**src/rtl/upload_pkg.sv**
```systemverilog
// Shared constants and FSM encoding for the device-to-host upload framer.
// Latency: n/a (declarations only).
// Backpressure: n/a.
package upload_pkg;

    localparam logic [7:0] HDR0_DEFAULT   = 8'hAA;
    localparam logic [7:0] HDR1_DEFAULT   = 8'h44;
    // HDR0 HDR1 SRC LEN_H LEN_L ... CSUM: bytes around the payload
    localparam int         FRAME_OVERHEAD = 6;

    typedef enum logic [2:0] {
        ST_IDLE,
        ST_H0,
        ST_H1,
        ST_SRC,
        ST_LENH,
        ST_LENL,
        ST_PAY,
        ST_CSUM
    } state_t;

endpackage

```
**src/rtl/usb_upload_framer.sv**
```systemverilog
// Wraps a response payload as AA 44 SRC LEN_H LEN_L PAYLOAD CSUM toward the USB CDC IN port.
// Latency: request accepted in cycle N -> HDR0 valid in N+1; 1 byte/cycle when unstalled.
// Backpressure: single output register held until usb_upload_ready; payload pulled only when it can load.
module usb_upload_framer
    import upload_pkg::*;
#(
    parameter int unsigned MAX_LEN     = 256,
    parameter int unsigned TIMEOUT_CYC = 6000,
    parameter logic [7:0]  HDR0        = HDR0_DEFAULT,
    parameter logic [7:0]  HDR1        = HDR1_DEFAULT
) (
    input  logic        clk,
    input  logic        rst,
    input  logic        req_valid,
    output logic        req_ready,
    input  logic [7:0]  req_src,
    input  logic [15:0] req_len,
    input  logic [7:0]  pl_data,
    input  logic        pl_valid,
    output logic        pl_ready,
    output logic [7:0]  usb_upload_data,
    output logic        usb_upload_valid,
    input  logic        usb_upload_ready,
    output logic        busy,
    output logic        err_len,
    output logic        err_timeout
);

    localparam int          SW         = $clog2(TIMEOUT_CYC + 1);
    localparam logic [15:0] MAX_LEN_W  = 16'(MAX_LEN);
    localparam logic [SW-1:0] STALL_LAST = SW'(TIMEOUT_CYC - 1);

    state_t        state, state_nxt;
    logic [7:0]    src_q, csum_q, out_dat;
    logic [15:0]   len_q, rem_q;
    logic [SW-1:0] stall_q;
    logic          out_vld, timed_out;

    logic          out_free, accept, reject, load_en, load_vld, csum_add;
    logic          rem_dec, stall_inc, stall_clr, to_hit;
    logic [7:0]    load_dat;

    assign usb_upload_data  = out_dat;
    assign usb_upload_valid = out_vld;

    // State register; reset aborts any frame in flight.
    always_ff @(posedge clk) begin
        if (rst) state <= ST_IDLE;
        else     state <= state_nxt;
    end

    // Next state plus the byte (or bubble) to load into the output register.
    // Header states name the byte currently held; LENL/PAY pull payload until rem hits 0.
    always_comb begin
        state_nxt = state;
        out_free  = !out_vld || usb_upload_ready;
        accept    = 1'b0;
        reject    = 1'b0;
        load_en   = 1'b0;
        load_vld  = 1'b0;
        load_dat  = '0;
        csum_add  = 1'b0;
        rem_dec   = 1'b0;
        stall_inc = 1'b0;
        stall_clr = 1'b0;
        to_hit    = 1'b0;
        pl_ready  = 1'b0;
        req_ready = (state == ST_IDLE);
        busy      = (state != ST_IDLE);
        case (state)
            ST_IDLE: begin
                // Output register is always empty here: CSUM has already left.
                if (req_valid) begin
                    if (req_len > MAX_LEN_W) begin
                        reject = 1'b1;
                    end else begin
                        accept    = 1'b1;
                        load_en   = 1'b1;
                        load_vld  = 1'b1;
                        load_dat  = HDR0;
                        state_nxt = ST_H0;
                    end
                end
            end
            ST_H0: if (out_free) begin
                load_en = 1'b1; load_vld = 1'b1; load_dat = HDR1;
                state_nxt = ST_H1;
            end
            ST_H1: if (out_free) begin
                load_en = 1'b1; load_vld = 1'b1; load_dat = src_q; csum_add = 1'b1;
                state_nxt = ST_SRC;
            end
            ST_SRC: if (out_free) begin
                load_en = 1'b1; load_vld = 1'b1; load_dat = len_q[15:8]; csum_add = 1'b1;
                state_nxt = ST_LENH;
            end
            ST_LENH: if (out_free) begin
                load_en = 1'b1; load_vld = 1'b1; load_dat = len_q[7:0]; csum_add = 1'b1;
                state_nxt = ST_LENL;
            end
            ST_LENL, ST_PAY: begin
                stall_clr = pl_valid;
                if (out_free) begin
                    load_en = 1'b1;
                    if (rem_q == '0) begin
                        load_vld  = 1'b1;
                        load_dat  = csum_q;
                        state_nxt = ST_CSUM;
                    end else if (timed_out) begin
                        // Zero pad keeps the checksum consistent with what is sent.
                        load_vld  = 1'b1;
                        csum_add  = 1'b1;
                        rem_dec   = 1'b1;
                        state_nxt = ST_PAY;
                    end else if (pl_valid) begin
                        pl_ready  = 1'b1;
                        load_vld  = 1'b1;
                        load_dat  = pl_data;
                        csum_add  = 1'b1;
                        rem_dec   = 1'b1;
                        state_nxt = ST_PAY;
                    end else begin
                        // Source stall with a free output slot: emit a bubble and count it.
                        stall_inc = 1'b1;
                        to_hit    = (stall_q == STALL_LAST);
                    end
                end
            end
            ST_CSUM: if (out_free) begin
                load_en   = 1'b1;
                state_nxt = ST_IDLE;
            end
            default: state_nxt = ST_IDLE;
        endcase
    end

    // Datapath: output register, latched request, checksum, counters and error pulses.
    always_ff @(posedge clk) begin
        if (rst) begin
            out_dat     <= '0;
            out_vld     <= 1'b0;
            src_q       <= '0;
            len_q       <= '0;
            rem_q       <= '0;
            csum_q      <= '0;
            stall_q     <= '0;
            timed_out   <= 1'b0;
            err_len     <= 1'b0;
            err_timeout <= 1'b0;
        end else begin
            if (load_en) begin
                out_dat <= load_dat;
                out_vld <= load_vld;
            end
            if (accept) begin
                src_q     <= req_src;
                len_q     <= req_len;
                rem_q     <= req_len;
                csum_q    <= '0;
                stall_q   <= '0;
                timed_out <= 1'b0;
            end
            if (csum_add)       csum_q  <= csum_q + load_dat;
            if (rem_dec)        rem_q   <= rem_q - 16'd1;
            if (stall_clr)      stall_q <= '0;
            else if (stall_inc) stall_q <= stall_q + SW'(1);
            if (to_hit)         timed_out <= 1'b1;
            err_len     <= reject;
            err_timeout <= to_hit;
        end
    end

endmodule

```
**config.mk**
```make
export PLATFORM = sky130hd
export DESIGN_NAME = usb_upload_framer
export DESIGN_NICKNAME = d
export VERILOG_FILES = /design/src/rtl/upload_pkg.sv /design/src/rtl/usb_upload_framer.sv
export SDC_FILE = /design/constraint.sdc
export NUM_CORES = 1
export LEC_CHECK = 0
export CAP_MARGIN = 20
export CELL_PAD_IN_SITES_DETAIL_PLACEMENT = 0
export CELL_PAD_IN_SITES_GLOBAL_PLACEMENT = 2
export CORE_MARGIN = 2
export CORE_UTILIZATION = 30
export CTS_BUF_LIST = sky130_fd_sc_hd__clkbuf_2 sky130_fd_sc_hd__clkbuf_4 sky130_fd_sc_hd__clkbuf_8
export DETAILED_ROUTE_END_ITERATION = 10
export PLACE_DENSITY_LB_ADDON = 0.1
export SKIP_LAST_GASP = 1
export SLEW_MARGIN = 0
export SYNTH_ARGS = -nofsm -noshare
export SYNTH_HDL_FRONTEND = slang
export SYNTH_SLANG_ARGS = --single-unit
```
**constraint.sdc**
```tcl
create_clock -name clk -period 3.6 [get_ports clk]
set_clock_uncertainty 0.05 [all_clocks]
set_input_delay 0.72 -clock clk [delete_from_list [all_inputs] [get_ports clk]]
set_output_delay 0.72 -clock clk [all_outputs]
set_load 0.1 [all_outputs]
```
==> results.ini <==
[outcome]
status = finished clean

[critical_path]
path_class = input port to register
arrival_ns = 3.50
reg2reg_to = csum_q[6]$_SDFFE_PP0P_
r2r_start = state[0]$_SDFFE_PP0P_
cp_max_fo = 5
r2r_slack_ns = 0.30
setup.worst_path.start_class = input port
ff2ff_path_depth = 15
cp.required_ns = 3.79
critPathCaptureType = register

[detailed_routing]
drtPass1Iterations = 4
finalWirelength_mm = 11.33
wire_per_inst_um = 15.57
dr_total_vias = 3650
drt-vias-per-instance = 5.014
drt-initial-drc-count = 189
antenna_left = 0
drc = 0

[global_routing]
grt_max_degree = 36
grt_antenna_before_repair = 0
track_usage_pct = 17.00
grt_remaining_overflow = 0
grt_pass1_wl_mm = 18.37
grt_pass1_vias = 3471

[synthesis]
syn_nets = 525
avgSynthCellArea_um2 = 8.133
synthCells = 474
synth_top_area_share_pct = 39.47
ys_seq_area_share_pct = 39.47
yosysUniqueCellTypes = 55
ys_warn_count = 0
synth_top_cell_by_area = dfxtp_1
synth_ff_type = dfxtp_1
async_flop_share_pct = 0
synth_seq_cells = 76
syn_area_um2 = 3855
synthTopCellsByArea = dfxtp_1 (39%), nand2_1 (6.3%), nor2_1 (5.3%), a21oi_1 (4.8%), ha_1 (4.2%)
synth-edff-count = 0

[hold_path]
min_from = src_q[4]$_SDFFE_PP0P_
hold_end = src_q[4]$_SDFFE_PP0P_
worstHoldPathType = register to register
hold_depth = 2

[sta]
worstMarginPinSlew_ns = 0.9881
finalHoldViolCount = 0
hold_ws_ns = 0.4091
fmax_ghz = 0.3026
setup_ws_ns = 0.2955
rsz0062_at_grt = false
finalMaxSlewViolations = 0
setup_tns_ns = 0
period_share_pct = 91.79
setup_viol = 0
period_minus_slack_ns = 3.305
slew_headroom_pct = 33.92

[layout]
syn2layout_area_growth_pct = 28.85
layout.nets = 602
fillers = 1329
drive_gt1_share_pct = 13.31
fin_area_um2 = 4967
diodes = 0
final_util_pct = 39.52

[placed_design]
dp_hpwl_mm = 8.440
dp_slack_ns = -0.08126
port_buffers = 50
placed_area_um2 = 4761
gp_congestion = 0.8262

[cts]
clk_path_buf_depth = 2
cts_sinks = 76
htree_levels = 3
worstSkewPairLatency_ns = 0.36
cts_hold_buf = 0
numCtsBuffers = 9
cts_tree = built
clk_pin_slew_ns = 0.08
root_buffer = clkbuf_8

[floorplan]
num_rows = 41
die_h_um = 117.4
chipWidth_um = 117.4
start_util_pct = 30.67
die_area_um2 = 13770
boundaryPins = 51
core_um2 = 12570

[power]
power_leakage_nw = 1.847
power.density_nw_per_um2 = 455.1
vdd_ir_drop_max_mv = 0.4854

[job]
drv_cap = 0

## state kept, by name, summed over array words and instances (netlist names)
name and flops:
state 3, csum_q 8, stall_q 13, usb_upload_data 8, src_q 8, timed_out 1
err_len 1, rem_q 16, usb_upload_valid 1, len_q 16, err_timeout 1
## kinds of logic (layout without fill, tap and decap cells)
family	count (synthesis)	in the layout	share of synthesized area (%)
simple gates	211	211	27.52
compound gates	127	127	20.64
flops	76	76	39.47
buf+inv	27	109	2.856
fa+ha+maj	14	14	4.739
mux	11	11	2.954
xor+xnor	8	8	1.818
## cell usage in the layout, fill, tap and decap left out, drive strengths merged, types with 6 or more instances in the layout
cell	netlist	routed
clkdlybuf4s50	0	46
nor2b	6	6
a21oi	38	38
a221oi	9	9
and2	9	9
or3	7	7
ha	13	13
inv	8	8
mux2i	8	8
nand2	65	65
a22oi	12	12
and3	10	10
nand3	18	18
o21ai	31	31
buf	7	39
nor4	8	8
nor3	12	12
a31oi	10	10
dfxtp	76	76
nor2	55	55
clkbuf	12	12
## metrics by stage
step | instances | power, W
global placement | 712 | 0.001662
floorplan | 474 | 0.001415
detailed placement | 712 | 0.001660
CTS | 728 | 0.002281
finish | 728 | 0.002261
global route | 728 | 0.002373
## per-layer routing
layer  track usage (%)  wire length, um
met1             23.29             5644
met2             26.02             5142
met3             3.064              342
met4             7.681              202
met5                 0                0
## cell usage after synthesis, drive strengths merged, types with 4 or more instances
cell type,count
a22oi,12
nor4,8
buf,7
o211ai,4
nand3,18
inv,8
clkbuf,12
nor2,55
a31oi,10
o21ai,31
dfxtp,76
and3,10
ha,13
a221oi,9
nor3,12
xnor2,5
a21oi,38
nor2b,6
nand2b,5
a211oi,4
and2,9
mux2i,8
nand2,65
or3,7
## worst max-delay path, stage by stage
cell             delay (ns)
clkdlybuf4s50_1        0.41
or4_1                  0.51
o21ai_1                0.16
and3_1                 0.34
a31oi_1                0.07
o21ai_1                0.12
ha_1                   0.30
a21o_1                 0.19
nand2_1                0.08
a31oi_1                0.12
and3_1                 0.20
o211ai_1               0.17
o211ai_1               0.10
## final cells by class
| class | instances | area (um^2) | share of cell area, % |
|---|---|---|---|
| clock buffers | 12 | 152.6 | 3.073 |
| inverters | 8 | 30.03 | 0.6045 |
| flip-flops and latches | 76 | 1523 | 30.65 |
| repair buffers | 85 | 763.2 | 15.37 |
| multi-input cells | 371 | 2258 | 45.47 |
| well taps | 172 | 215.2 | 4.332 |
| clock inverters | 4 | 25.02 | 0.5038 |
## power breakdown
part           switching [W]  leakage [nW]  internal, W
clock network       0.000327        0.0892     0.000282
registers          0.0000189         0.613     0.000865
logic               0.000502          1.15     0.000266
## what timing repair did
| item | 4_1_cts | 5_1_grt |
|---|---|---|
| resized for setup | 0 | 7 |
| buffers inserted | 0 | 0 |
| endpoints found under the setup margin | 0 | 2 |
## worst max-delay path by stage
stage | start | to | slack, ns | cells past startpoint
2_1_floorplan | state[0]$_SDFFE_PP0P_ | csum_q[7]$_SDFFE_PP0P_ | 0.09 | 16
3_3_place_gp | req_len[12] | csum_q[6]$_SDFFE_PP0P_ | -0.04 | 15
3_5_place_dp | req_len[4] | csum_q[7]$_SDFFE_PP0P_ | -0.08 | 13
4_1_cts | state[1]$_SDFFE_PP0P_ | csum_q[6]$_SDFFE_PP0P_ | 0.19 | 16
5_1_grt | rem_q[0]$_SDFFE_PP0P_ | csum_q[6]$_SDFFE_PP0P_ | 0.02 | 17
6_report | req_len[4] | csum_q[7]$_SDFFE_PP0P_ | 0.30 | 13
Power figures use the tool's default switching activity.
